File: src/rtl/multicycle_control_unit.sv
// RV32I multicycle control FSM: fetch/decode/execute/memory/writeback sequencing with
// bounded memory wait, sticky FAULT and illegal detection. Optional macro: CTRL_RETIRE_CNT_EN.
module multicycle_control_unit #(
  parameter int INSTR_WIDTH    = 32,
  parameter int ALU_CTRL_WIDTH = 3,
  parameter int WAIT_CNT_WIDTH = 4,
  parameter int MAX_WAIT       = 15
) (
  input  logic                      clk_i,
  input  logic                      rst_ni,
  input  logic [INSTR_WIDTH-1:0]    instr_i,
  input  logic                      zero_i,
  input  logic                      lt_i,
  input  logic                      mem_ready_i,
  output logic                      mem_req_o,
  output logic                      mem_we_o,
  output logic                      adr_src_o,
  output logic                      ir_write_o,
  output logic                      pc_write_o,
  output logic                      reg_write_o,
  output logic [1:0]                result_src_o,
  output logic [1:0]                alu_src_a_o,
  output logic [1:0]                alu_src_b_o,
  output logic [1:0]                imm_src_o,
  output logic [ALU_CTRL_WIDTH-1:0] alu_control_o,
  output logic                      illegal_o,
  output logic                      fault_o,
  output logic [31:0]               retire_cnt_o
);

  typedef enum logic [3:0] {
    S_FETCH, S_DECODE, S_MEMADR, S_MEMREAD, S_MEMWB, S_MEMWRITE,
    S_EXECR, S_EXECI, S_ALUWB, S_BRANCH, S_JAL, S_FAULT
  } state_t;

  localparam logic [6:0] OP_LOAD   = 7'b0000011;
  localparam logic [6:0] OP_STORE  = 7'b0100011;
  localparam logic [6:0] OP_RTYPE  = 7'b0110011;
  localparam logic [6:0] OP_ITYPE  = 7'b0010011;
  localparam logic [6:0] OP_BRANCH = 7'b1100011;
  localparam logic [6:0] OP_JAL    = 7'b1101111;

  localparam logic [ALU_CTRL_WIDTH-1:0] ALU_ADD = ALU_CTRL_WIDTH'(3'b000);
  localparam logic [ALU_CTRL_WIDTH-1:0] ALU_SUB = ALU_CTRL_WIDTH'(3'b001);
  localparam logic [ALU_CTRL_WIDTH-1:0] ALU_AND = ALU_CTRL_WIDTH'(3'b010);
  localparam logic [ALU_CTRL_WIDTH-1:0] ALU_OR  = ALU_CTRL_WIDTH'(3'b011);
  localparam logic [ALU_CTRL_WIDTH-1:0] ALU_XOR = ALU_CTRL_WIDTH'(3'b100);
  localparam logic [ALU_CTRL_WIDTH-1:0] ALU_SLT = ALU_CTRL_WIDTH'(3'b101);

  localparam logic [WAIT_CNT_WIDTH-1:0] MAX_WAIT_C = WAIT_CNT_WIDTH'(MAX_WAIT);

  state_t                      state, state_next;
  logic [WAIT_CNT_WIDTH-1:0]   wait_cnt;
  logic                        mem_wait, timeout;
  logic [6:0]                  opcode;
  logic [2:0]                  funct3;
  logic                        funct7_5;

  logic                        mem_req, mem_we, adr_src, ir_write, pc_write, reg_write, illegal;
  logic [1:0]                  result_src, alu_src_a, alu_src_b, imm_src;
  logic [ALU_CTRL_WIDTH-1:0]   alu_control;
  logic                        unused_instr_bits;

  assign opcode   = instr_i[6:0];
  assign funct3   = instr_i[14:12];
  assign funct7_5 = instr_i[30];
  assign unused_instr_bits = ^{instr_i[INSTR_WIDTH-1:31], instr_i[29:15], instr_i[11:7]};

  assign mem_wait = (state == S_FETCH || state == S_MEMREAD || state == S_MEMWRITE) && !mem_ready_i;
  assign timeout  = mem_wait && (wait_cnt == MAX_WAIT_C);

  always_ff @(posedge clk_i or negedge rst_ni) begin
    if (!rst_ni) begin
      state    <= S_FETCH;
      wait_cnt <= '0;
    end else begin
      state <= state_next;
      if (mem_ready_i || state_next != state)
        wait_cnt <= '0;
      else if (mem_wait)
        wait_cnt <= wait_cnt + WAIT_CNT_WIDTH'(1);
    end
  end

  // A wait that hits the limit drops every strobe, including the request itself.
  always_comb begin
    mem_req     = 1'b0;
    mem_we      = 1'b0;
    adr_src     = 1'b0;
    ir_write    = 1'b0;
    pc_write    = 1'b0;
    reg_write   = 1'b0;
    illegal     = 1'b0;
    result_src  = 2'b00;
    alu_src_a   = 2'b00;
    alu_src_b   = 2'b00;
    imm_src     = 2'b00;
    alu_control = ALU_ADD;
    state_next  = state;
    case (state)
      S_FETCH: begin
        alu_src_b  = 2'b10;
        result_src = 2'b10;
        mem_req    = !timeout;
        if (mem_ready_i) begin
          ir_write   = 1'b1;
          pc_write   = 1'b1;
          state_next = S_DECODE;
        end else if (timeout) begin
          state_next = S_FAULT;
        end
      end
      S_DECODE: begin
        alu_src_a = 2'b01;
        alu_src_b = 2'b01;
        imm_src   = (opcode == OP_JAL) ? 2'b11 : 2'b10;
        case (opcode)
          OP_LOAD, OP_STORE: state_next = S_MEMADR;
          OP_RTYPE:          state_next = S_EXECR;
          OP_ITYPE:          state_next = S_EXECI;
          OP_BRANCH:         state_next = S_BRANCH;
          OP_JAL:            state_next = S_JAL;
          default: begin
            illegal    = 1'b1;
            state_next = S_FAULT;
          end
        endcase
      end
      S_MEMADR: begin
        alu_src_a  = 2'b10;
        alu_src_b  = 2'b01;
        imm_src    = (opcode == OP_STORE) ? 2'b01 : 2'b00;
        state_next = (opcode == OP_STORE) ? S_MEMWRITE : S_MEMREAD;
      end
      S_MEMREAD: begin
        mem_req = !timeout;
        adr_src = !timeout;
        if (mem_ready_i)  state_next = S_MEMWB;
        else if (timeout) state_next = S_FAULT;
      end
      S_MEMWB: begin
        result_src = 2'b01;
        reg_write  = 1'b1;
        state_next = S_FETCH;
      end
      S_MEMWRITE: begin
        mem_req = !timeout;
        mem_we  = !timeout;
        adr_src = !timeout;
        if (mem_ready_i)  state_next = S_FETCH;
        else if (timeout) state_next = S_FAULT;
      end
      S_EXECR, S_EXECI: begin
        alu_src_a  = 2'b10;
        alu_src_b  = (state == S_EXECI) ? 2'b01 : 2'b00;
        state_next = S_ALUWB;
        case (funct3)
          3'b000:  alu_control = (state == S_EXECR && funct7_5) ? ALU_SUB : ALU_ADD;
          3'b010:  alu_control = ALU_SLT;
          3'b100:  alu_control = ALU_XOR;
          3'b110:  alu_control = ALU_OR;
          3'b111:  alu_control = ALU_AND;
          default: begin
            illegal    = 1'b1;
            state_next = S_FAULT;
          end
        endcase
      end
      S_ALUWB: begin
        reg_write  = 1'b1;
        state_next = S_FETCH;
      end
      S_BRANCH: begin
        alu_src_a   = 2'b10;
        alu_control = ALU_SUB;
        state_next  = S_FETCH;
        case (funct3)
          3'b000:  pc_write = zero_i;
          3'b001:  pc_write = !zero_i;
          3'b100:  pc_write = lt_i;
          3'b101:  pc_write = !lt_i;
          default: begin
            illegal    = 1'b1;
            state_next = S_FAULT;
          end
        endcase
      end
      // PC takes the target precomputed in DECODE; ALU forms oldPC+4 for rd.
      S_JAL: begin
        alu_src_a  = 2'b01;
        alu_src_b  = 2'b10;
        imm_src    = 2'b11;
        pc_write   = 1'b1;
        state_next = S_ALUWB;
      end
      S_FAULT:  state_next = S_FAULT;
      default:  state_next = S_FAULT;
    endcase
  end

  assign mem_req_o     = rst_ni & mem_req;
  assign mem_we_o      = rst_ni & mem_we;
  assign adr_src_o     = rst_ni & adr_src;
  assign ir_write_o    = rst_ni & ir_write;
  assign pc_write_o    = rst_ni & pc_write;
  assign reg_write_o   = rst_ni & reg_write;
  assign illegal_o     = rst_ni & illegal;
  assign fault_o       = rst_ni & (state == S_FAULT);
  assign result_src_o  = rst_ni ? result_src : 2'b00;
  assign alu_src_a_o   = rst_ni ? alu_src_a : 2'b00;
  assign alu_src_b_o   = rst_ni ? alu_src_b : 2'b00;
  assign imm_src_o     = rst_ni ? imm_src : 2'b00;
  assign alu_control_o = rst_ni ? alu_control : '0;

`ifdef CTRL_RETIRE_CNT_EN
  logic [31:0] retire_cnt;

  always_ff @(posedge clk_i or negedge rst_ni) begin
    if (!rst_ni)
      retire_cnt <= '0;
    else if (state_next == S_FETCH &&
             (state == S_MEMWB || state == S_MEMWRITE || state == S_ALUWB || state == S_BRANCH))
      retire_cnt <= retire_cnt + 32'd1;
  end

  assign retire_cnt_o = retire_cnt;
`else
  assign retire_cnt_o = 32'd0;
`endif

endmodule

File: config.mk
export PLATFORM = sky130hd
export DESIGN_NAME = multicycle_control_unit
export DESIGN_NICKNAME = d
export VERILOG_FILES = /design/src/rtl/multicycle_control_unit.sv
export SDC_FILE = /design/constraint.sdc
export NUM_CORES = 1
export LEC_CHECK = 0
export CAP_MARGIN = 20
export CORE_ASPECT_RATIO = 1.1
export CORE_MARGIN = 3
export CORE_UTILIZATION = 41
export DETAILED_ROUTE_END_ITERATION = 10
export PLACE_DENSITY = 0.87
export SLEW_MARGIN = 10
export SYNTH_ARGS = -nofsm -noshare
export SYNTH_HDL_FRONTEND = slang
export SYNTH_SLANG_ARGS = --single-unit
File: constraint.sdc
create_clock -name clk_i -period 5 [get_ports clk_i]
set_input_delay 1 -clock clk_i [delete_from_list [all_inputs] [get_ports clk_i]]
set_output_delay 1 -clock clk_i [all_outputs]
set_load 0.01 [all_outputs]
## Yosys cells after proc, flatten, opt, wreduce, memory -nomap -nowiden

Index checks and enable logic that the tools add are counted.

- Add/subtract/negate cells: 1
- Equality and inequality tests: 25
- Multiplexer cells: 38
- Bitwise logic cells: 8
- Reductions and logical operators: 25

Operators by type and width:

| kind | count |
|---|---|
| 4-bit case mux with 9 select lines | 1 |
| 4-bit 2-to-1 mux | 7 |
| 4-bit == test, second input constant | 5 |
| 4-bit case mux with 5 select lines | 1 |
| 4-bit by 3-bit == test with 1-bit output, second input constant | 4 |
| 3-bit case mux with 5 select lines | 1 |
| 7-bit by 6-bit == test with 1-bit output, second input constant | 2 |
| 7-bit == test, second input constant | 2 |
| 2-bit OR reduction | 7 |
| 1-bit 2-to-1 mux | 13 |
| 3-bit == test, second input constant | 4 |
| 2-bit case mux with 3 select lines | 2 |
| 2-bit 2-to-1 mux | 5 |
| 1-bit bitwise AND | 8 |
| 4-bit by 2-bit == test with 1-bit output, second input constant | 2 |
| 2-bit case mux with 2 select lines | 2 |
| 4-bit OR reduction | 2 |
| 7-bit by 2-bit == test with 1-bit output, second input constant | 1 |
| 7-bit by 5-bit == test with 1-bit output, second input constant | 1 |
| 3-bit 2-to-1 mux | 2 |
| 1-bit case mux with 3 select lines | 2 |
| 3-bit case mux with 2 select lines | 1 |
| 6-bit OR reduction | 1 |
| 5-bit OR reduction | 1 |
| other kinds (13) | 20 |

- Flip-flop bits (word level): 8
- Input bits: 37
- Output and inout port bits: 51
- Logic and storage cells: 99

## Logic depth before layout (Yosys ltp)

Gate-level depths: netlist of run 1.

- Depth in word-level cells: 11
- Depth in mapped cells: 8

## Worst setup path after synthesis of run 1

OpenSTA, ideal clock, no wires.

- Kind: input port to output port
- Start: in mem_ready_i
- End: out adr_src_o
- Arrival time: 2.181 ns
- Path slack: 1.819 ns
- Stages on the path: 6
- Cell sequence: buf_2 or3b_2 o22ai_4 and2_1 buf_4 nor3_1

- Cells in the longest elaborated chain, start to end: 6

Ends and longest elaborated chain:

| item | RTL line | RTL |
|---|---|---|
| start, declared | 14 | `input logic mem_ready_i,` |
| 1-bit logical NOT | 69 | `assign mem_wait = (state == S_FETCH \|\| state == S_MEMREAD \|\| state == S_MEMWRITE) && !mem_ready_i;` |
| 1-bit logical AND | 69 |  |
| 1-bit logical AND | 70 | `assign timeout = mem_wait && (wait_cnt == MAX_WAIT_C);` |
| 1-bit logical NOT | 137, 149 |  |
| 1-bit 2-to-1 mux | n/a |  |
| 1-bit bitwise AND | 203 | `assign adr_src_o = rst_ni & adr_src;` |
| end, declared | 17 | `output logic adr_src_o,` |

Every way passes these cells.

## Worst setup path in the final report of run 1

- Start: in mem_ready_i
- End: out mem_req_o

- Cells in the longest elaborated chain, start to end: 6

Ends and longest elaborated chain:

| item | RTL line | RTL |
|---|---|---|
| 1-bit logical NOT | 69 |  |
| 1-bit logical AND | 69 |  |
| 1-bit logical AND | 70 |  |
| 1-bit logical NOT | 104, 136, 147 |  |
| 1-bit 2-to-1 mux | n/a |  |
| 1-bit bitwise AND | 201 | `assign mem_req_o = rst_ni & mem_req;` |
| end, declared | 15 | `output logic mem_req_o,` |

Every way passes these cells.

==> impl_metrics.tcl, run 1 <==
set metrics [dict create \
    ys_async_sr_fraction_pct 100 \
    syn_inst 193 \
    p_leak_nw 0.636 \
    p_seq_share_pct 25.7 \
    die_h_um 68.2 \
    core_area_sq_mm 0.00321 \
    cts.sinks 8 \
    tightest_slew_ps 808 \
    initial_core_util_pct 45.0 \
    syn_area_per_cell_sq_um 7.48 \
    port_buffers 34 \
    synth_area_sq_mm 0.00144 \
    final_cell_mix "clkdlybuf4s50_1, conb_1, nor2_1" \
    row_count 21 \
    maxCapViolCount 0 \
    setup_viol 0 \
    antenna_left 0 \
    die_x_um 62.6 \
    crit_arrival_ps 3220 \
    grt_antenna_before_repair 0 \
    synth-main-ff-cell "dfrtp_1" \
    critPathLaunch "mem_ready_i" \
    wl_per_cell_um 11.8 \
    power.share.clock_pct 7.8 \
    grt_max_degree 26 \
    clk_path_buf_depth 2 \
    p_int_mw 0.339 \
    synth.ff_latch_count 8 \
    start_kind "primary input" \
    crit_path_end_kind "primary output" \
    status "finished, final reports clean" \
    max_freq_mhz 237 \
    drtIter0Drc 103 \
    postCtsSetupBuffers 0 \
    fin_util_pct 51.1 \
    clock_skew_ps 5.98 \
    cts_tree "done" \
    cp_slowest_cell "clkdlybuf4s50_1" \
    synth_edf_count 0 \
    layout_setup_ws_ps 781 \
    cts-hold-fix-buffers 0 \
    tns_ps 0 \
    cp_max_fo 10 \
    viasPerCell 5.04 \
    syn_to_final_growth_pct 13.3 \
    critPathRequiredTime_ps 4000 \
    clk_latency_ps 270 \
    cts_buffers 3 \
    slew_viol_final 0 \
    cts.htree.levels 1 \
    whs_path_depth 2 \
    period_share_pct 84.4 \
    max-slew-margin-rel_pct 46.1 \
    gp_congestion 0.813 \
    power.density_mw_per_mm2 410 \
    hold_path_class "flip-flop to flip-flop" \
    dpl.hpwl_um 2420 \
    cpMostUsedCell "clkdlybuf4s50_1" \
    grt_overflow 0 \
    cts_resized 0 \
    synthDistinctLibCells 56 \
    crit_type "primary input to primary output" \
    pre_cts_slack_ps 778 \
    yosysWarnings 0 \
    root_buffer "clkbuf_4" \
    final_common_cell "clkdlybuf4s50_1" \
    drive_above_1_share_pct 7.41 \
    clk_pin_slew_ps 50 \
    vias 1320 \
    min_from "wait_cnt[1]" \
    wirelength_um 3090 \
    grt_pass1_wl_um 4980 \
    fin_crit_ps 4220 \
    vdd_drop_max_mv 0.155 \
    hold_violations 0 \
    grt_pass1_vias 1162 \
    nets 256 \
    first_pass_iters 4 \
    crit_chain "clkdlybuf4s50_1, or3b_2, o22ai_4, and2_1, a211oi_1, clkdlybuf4s50_1" \
    p_sw_mw 0.331 \
    grt_util_all_layers_pct 14.5 \
    ios 88 \
    antenna_cells 0 \
    critPathMaxStageDelay_ps 560 \
    power_mw 0.670 \
    die-area_sq_mm 0.00427 \
    route.detailed.drc 0 \
    ys_seq_area_share_pct 13.9 \
    pwr-share-comb_pct 66.5 \
    rsz0062_at_grt "no" \
    switching_share_pct 49.4 \
    r2r_start "state[0]" \
    r2r_cells 6 \
]
Yosys cell counts (all sizes together), types with 4 or more instances:
| master | number | area (sq um) |
|---|---|---|
| nor2 | 25 | 93.8 |
| o21ai | 13 | 65.1 |
| nand2b | 7 | 46.3 |
| and2 | 5 | 31.3 |
| nand2 | 12 | 45.0 |
| a21oi | 9 | 45.0 |
| nor3 | 10 | 50.1 |
| xnor2 | 4 | 42.6 |
| buf | 42 | 333 |
| dfrtp | 8 | 200 |
worst paths after layout:
kind	to	slack (ps)
min reg2reg	wait_cnt[1]	560
min	wait_cnt[1]	560
min in group asynchronous	state[1]	1130
max reg2reg	wait_cnt[3]	2510
max	mem_req_o	780
max in group asynchronous	wait_cnt[2]	3460
logic make-up (layout without fill, tap and decap cells):
group	Yosys count	in the layout	synth area share, %
simple gates	83	83	32.2
buf+inv	46	38	24.1
compound gates	44	44	21.8
flops	8	8	13.9
xor+xnor	7	7	4.77
mux	3	3	2.08
fa+ha+maj	1	1	0.866
other cells	1	32	0.260
worst max-delay path: cells and delay by family:
| family | cells | cell delay [ps] |
|---|---|---|
| buf+inv | 2 | 1050 |
| simple gates | 2 | 860 |
| compound gates | 2 | 310 |
stage by stage:
| stage | instance area, sq um | hold slack, ps | std cells |
|---|---|---|---|
| 6_report | 1640 | 560 | 262 |
| 5_1_grt | 1640 | 628 | 262 |
| 2_1_floorplan | 1560 | 505 | 224 |
| 3_5_place_dp | 1610 | 560 | 259 |
| 3_3_place_gp | 1610 | 525 | 259 |
| 4_1_cts | 1640 | 572 | 262 |
per-layer routing:
layer  global-route usage [%]  vias up  share of wire, %
li1                         -      660                 -
met1                     15.2      598                40
met4                     5.23        0               1.8
met2                     28.2       56                51
met5                        0        -                 0
met3                     3.61        6               7.4
flip-flops by register name, indices dropped and copies added, names as in the netlist:
name,cells
state,4
wait_cnt,4
power groups by stage:
stage | Clock, mW | Combinational, mW | Sequential [mW]
after detailed placement | 0 | 0.446 | 0.172
final | 0.0523 | 0.446 | 0.172
after global placement | 0 | 0.437 | 0.171
after global routing | 0.0588 | 0.499 | 0.183
after floorplan | 0 | 0.438 | 0.106
after CTS | 0.0546 | 0.448 | 0.171
area by class of cell:
cell class | instances | area (sq um)
fillers | 328 | 1570
multi-input cells | 170 | 1010
repair buffers | 34 | 340
flip-flops and latches | 8 | 200
well taps | 46 | 57.6
clock buffers | 3 | 22.5
inverters | 1 | 3.75
Power figures use the tool's default switching activity.
==> inputs of run 2 (changes only) <==
CORE_UTILIZATION = 34   (was 41)
PLACE_DENSITY = 0.77   (was 0.87)
clock period = 3.55 ns   (was 5 ns; I/O delays follow)
==> run 2 against run 1 <==
Against the previous run:
- power rose by 53%
- clock power is 110% higher
- critical path type unchanged
- first-iteration DRC count down 30%
- wire length shrank 1.3%
==> impl_metrics.tcl, run 2 (synthesis gave the netlist of run 1 again) <==
set metrics [dict create \
    status "finished, final reports clean" \
    r2r_cells 7 \
    fin_crit_ps 3340 \
    timing.rr.end "wait_cnt[3]" \
    period_share_pct 94.1 \
    tns_ps 0 \
    grt_pass1_vias 1113 \
    setup_viol 0 \
    first_pass_iters 4 \
    clk_path_buf_depth 2 \
    top_layer_used "met4" \
    cts_buffers 3 \
    power.density_mw_per_mm2 594 \
    top_regs "state x4, wait_cnt x4" \
    port_buffers 34 \
    route.detailed.drc 0 \
    p_leak_nw 0.684 \
    die_h_um 74.3 \
    holdPathEnd "wait_cnt[3]" \
    reg2reg_slack_ps 1350 \
    ios 88 \
    cts.sinks 8 \
    max_freq_mhz 299 \
    die_x_um 68.1 \
    clock_skew_ps 2.51 \
    start_kind "primary input" \
    clk_latency_ps 230 \
    drive_above_1_share_pct 10.7 \
    core_area_sq_mm 0.00402 \
    cts_resized 0 \
    nets 264 \
    wirelength_um 3050 \
    grt_antenna_before_repair 0 \
    grt_pass1_wl_um 4690 \
    grt_max_degree 18 \
    vias 1331 \
    row_count 24 \
    final_common_cell "clkdlybuf4s50_1" \
    pwr-share-comb_pct 72.6 \
    vdd_drop_max_mv 0.234 \
    grt_util_all_layers_pct 11.7 \
    crit_arrival_ps 2630 \
    cts_tree "done" \
    cts.htree.levels 1 \
    antenna_left 0 \
    crit_path_end_kind "primary output" \
    wl_per_cell_um 11.0 \
    hold_violations 0 \
    r2r_start "state[1]" \
    maxCapViolCount 0 \
    syn_to_final_growth_pct 19.3 \
    whs_path_depth 2 \
    hold_path_class "flip-flop to flip-flop" \
    antenna_cells 0 \
    gp_congestion 0.722 \
    min_from "wait_cnt[3]" \
    clk_pin_slew_ps 40 \
    initial_core_util_pct 35.9 \
    dr_wl_met3_um 224 \
    viasPerCell 4.82 \
    rsz0062_at_grt "no" \
    root_buffer "clkbuf_8" \
    cts-hold-fix-buffers 0 \
    critPathRequiredTime_ps 2840 \
    slew_viol_final 0 \
    dpl.hpwl_um 2470 \
    final_cell_mix "clkdlybuf4s50_1, conb_1, nor2_1" \
    cp_max_fo 6 \
    p_int_mw 0.546 \
    p_sw_mw 0.478 \
    grt_overflow 0 \
    crit_type "primary input to primary output" \
    fin_area_sq_mm 0.00172 \
    postCtsSetupBuffers 0 \
    drt-met1-wl_um 1250 \
    switching_share_pct 46.7 \
    die-area_sq_mm 0.00507 \
    fin_util_pct 42.8 \
    drtIter0Drc 72 \
    place_area_sq_mm 0.00168 \
    power.share.clock_pct 10.5 \
    p_seq_share_pct 16.8 \
    wl_met2_um 1540 \
]
[run 2: changes by cell type in the layout (fill, tap and decap cells not counted)]
cell      before  now
clkbuf_8       0    3
buf_4          0    8
clkbuf_4       3    0
[run 2: power groups by stage]
| stage | logic [mW] | clock network [mW] | registers, mW |
|---|---|---|---|
| detailed placement | 0.744 | 0 | 0.173 |
| floorplan | 0.618 | 0 | 0.149 |
| global placement | 0.734 | 0 | 0.170 |
| finish | 0.744 | 0.108 | 0.172 |
| CTS | 0.747 | 0.112 | 0.171 |
| global route | 0.824 | 0.116 | 0.176 |
[run 2: final cells by class]
type	count	area (sq um)
tap	52	65.1
inverter	1	3.75
clock buffer	3	41.3
fill	421	2300
multi-input combinational	170	1010
timing repair buffer	42	400
sequential	8	200
[run 2: worst max-delay path by stage]
stage | endpoint | startpoint | slack (ps)
finish | mem_req_o | mem_ready_i | 210
global route | adr_src_o | mem_ready_i | 110
CTS | mem_req_o | mem_ready_i | 190
detailed placement | mem_req_o | mem_ready_i | 200
global placement | mem_req_o | mem_ready_i | 210
floorplan | adr_src_o | mem_ready_i | 950
[run 2: worst max-delay path: stages]
cell,delay [ps]
clkdlybuf4s50_1,510
or3b_2,530
o22ai_4,140
and2_1,200
a211oi_1,60
clkdlybuf4s50_1,480
[run 2: layer usage]
layer,vias to the layer above,track usage [%]
met5,-,0
met2,50,21.6
met1,594,13.3
met3,5,2.87
li1,682,-
met4,0,3.09
[run 2: metrics by stage]
stage          setup WS, ps  instances  hold slack (ps)  total power [mW]
5_1_grt                 112        276              594              1.12
3_3_place_gp            208        273              531             0.905
4_1_cts                 194        276              551              1.03
2_1_floorplan           949        224              414             0.767
6_report                210        276              539              1.02
3_5_place_dp            200        273              542             0.916
==> inputs of run 3 (changes only) <==
CELL_PAD_IN_SITES_DETAIL_PLACEMENT = 0   (was not set)
CELL_PAD_IN_SITES_GLOBAL_PLACEMENT = 1   (was not set)
CORE_UTILIZATION = 23   (was 34)
PLACE_DENSITY = not set   (was 0.77)
PLACE_DENSITY_LB_ADDON = 0.1   (was not set)
SKIP_LAST_GASP = 1   (was not set)
==> run 3 against run 2 <==
Against the previous run:
- die area is 43% higher
- clock power hardly changed
- hold slack worse by 3.0 ps
- core utilization is 13 points lower
- design area is 1.8% higher
- sequential share of layout area is 0.21 points lower
- final cell count is 9.1% higher
- register-to-register slack worse by 120 ps
- clock skew is 1.5 ps lower
- non-clock buffer count stayed put
- global-route usage is 0.89 points lower
- critical endpoint unchanged
- largest cell class unchanged
==> impl_metrics.tcl, run 3 (synthesis gave the netlist of run 1 again) <==
set metrics [dict create \
    cts.htree.levels 1 \
    ios 88 \
    grt_overflow 0 \
    critPathRequiredTime_ps 2840 \
    drtIter0Drc 35 \
    grt_pass1_wl_um 6310 \
    status "finished, final reports clean" \
    period_share_pct 93.9 \
    r2r_start "state[1]" \
    initial_core_util_pct 24.4 \
    gp_congestion 0.745 \
    r2r_cells 7 \
    fin_area_sq_mm 0.00175 \
    maxCapViolCount 0 \
    max_freq_mhz 300 \
    fin_util_pct 29.7 \
    wl_per_cell_um 13.0 \
    wirelength_um 3910 \
    nets 264 \
    first_pass_iters 4 \
    timing.rr.end "wait_cnt[1]" \
    cts-hold-fix-buffers 0 \
    critPathLaunch "mem_ready_i" \
    slew_viol_final 0 \
    dr_wl_met3_um 218 \
    viasPerCell 4.47 \
    rsz0062_at_grt "no" \
    die_h_um 89.1 \
    root_buffer "clkbuf_8" \
    tns_ps 0 \
    cts_resized 0 \
    row_count 29 \
    crit_chain "clkdlybuf4s50_1, or3b_2, o22ai_4, and2_1, a211oi_1, clkdlybuf4s50_1" \
    setup_viol 0 \
    cts_tree "done" \
    min_from "wait_cnt[3]" \
    power.density_mw_per_mm2 598 \
    endpoint "mem_req_o" \
    worst-path-stages 6 \
    antenna_cells 0 \
    final_cell_mix "clkdlybuf4s50_1, conb_1, nor2_1" \
    die-area_sq_mm 0.00727 \
    start_kind "primary input" \
    crit_type "primary input to primary output" \
    reg2reg_slack_ps 1230 \
    grt_max_degree 17 \
    vias 1346 \
    top_layer_used "met4" \
    critPathMaxStageDelay_ps 520 \
    cp_max_fo 5 \
    route.detailed.drc 0 \
    max-slew-margin-rel_pct 61.2 \
    final_common_cell "clkdlybuf4s50_1" \
    power_mw 1.05 \
    drt-met1-wl_um 1670 \
    grt_pass1_vias 1295 \
    dpl.hpwl_um 3120 \
    cp_slowest_cell "or3b_2" \
    clk_path_buf_depth 2 \
    top_regs "state x4, wait_cnt x4" \
    tightest_slew_ps 583 \
    syn_to_final_growth_pct 21.5 \
    cts.sinks 8 \
    crit_path_end_kind "primary output" \
    drive_above_1_share_pct 10.7 \
    hold_violations 0 \
    port_buffers 34 \
    crit_buf_inv 2 \
    hold_path_class "flip-flop to flip-flop" \
    cts_buffers 3 \
    wl_met2_um 2000 \
    fin_crit_ps 3330 \
    vdd_drop_max_mv 0.204 \
    postCtsSetupBuffers 0 \
    crit_family "buffers and inverters" \
    cpMostUsedCell "clkdlybuf4s50_1" \
    crit_arrival_ps 2620 \
    clk_pin_slew_ps 40 \
    p_leak_nw 0.684 \
    grt_util_all_layers_pct 10.9 \
    die_x_um 81.5 \
    core_area_sq_mm 0.00591 \
    grt_antenna_before_repair 0 \
    clk_latency_ps 220 \
    antenna_left 0 \
    place_area_sq_mm 0.00171 \
    clock_skew_ps 0.976 \
]
==> run 3: report_power, final <==
group          switching, mW  internal (mW)  leakage, nW
Combinational          0.383          0.358        0.557
Clock                 0.0323         0.0732       0.0216
Sequential            0.0882          0.113        0.106
Total                  0.504          0.545        0.684
==> run 3: cell type report <==
| type | instances | area (sq um) |
|---|---|---|
| clock buffers | 3 | 41.3 |
| fillers | 667 | 4160 |
| inverters | 1 | 3.75 |
| multi-input cells | 170 | 1010 |
| flip-flops and latches | 8 | 200 |
| well taps | 77 | 96.3 |
| repair buffers | 42 | 400 |
==> run 3: metal layers <==
metal	track usage (%)	up-vias
met2	19.6	37
met1	13.8	632
met5	0	-
met4	2.30	0
li1	-	675
met3	1.21	2
==> run 3: tightest hold or removal path: cells and delay by family (launching register included) <==
| kind | cells | cell delay [ps] |
|---|---|---|
| XOR/XNOR | 1 | 70 |
| AND/OR/NAND/NOR | 1 | 70 |
| flip-flops | 1 | 350 |
==> run 3: worst min-delay path by stage <==
| stage | endpoint | slack, ps | cells past startpoint |
|---|---|---|---|
| detailed placement | wait_cnt[3] | 530 | 2 |
| CTS | wait_cnt[3] | 540 | 2 |
| global route | wait_cnt[3] | 560 | 2 |
| floorplan | state[0] | 410 | 0 |
| finish | wait_cnt[3] | 540 | 2 |
| global placement | wait_cnt[3] | 530 | 2 |
==> run 3: metrics by stage <==
| stage | hold slack (ps) | worst slack, ps | cells |
|---|---|---|---|
| floorplan | 414 | 949 | 224 |
| global placement | 528 | 213 | 298 |
| detailed placement | 526 | 202 | 298 |
| CTS | 539 | 195 | 301 |
| global route | 557 | 108 | 301 |
| finish | 536 | 216 | 301 |
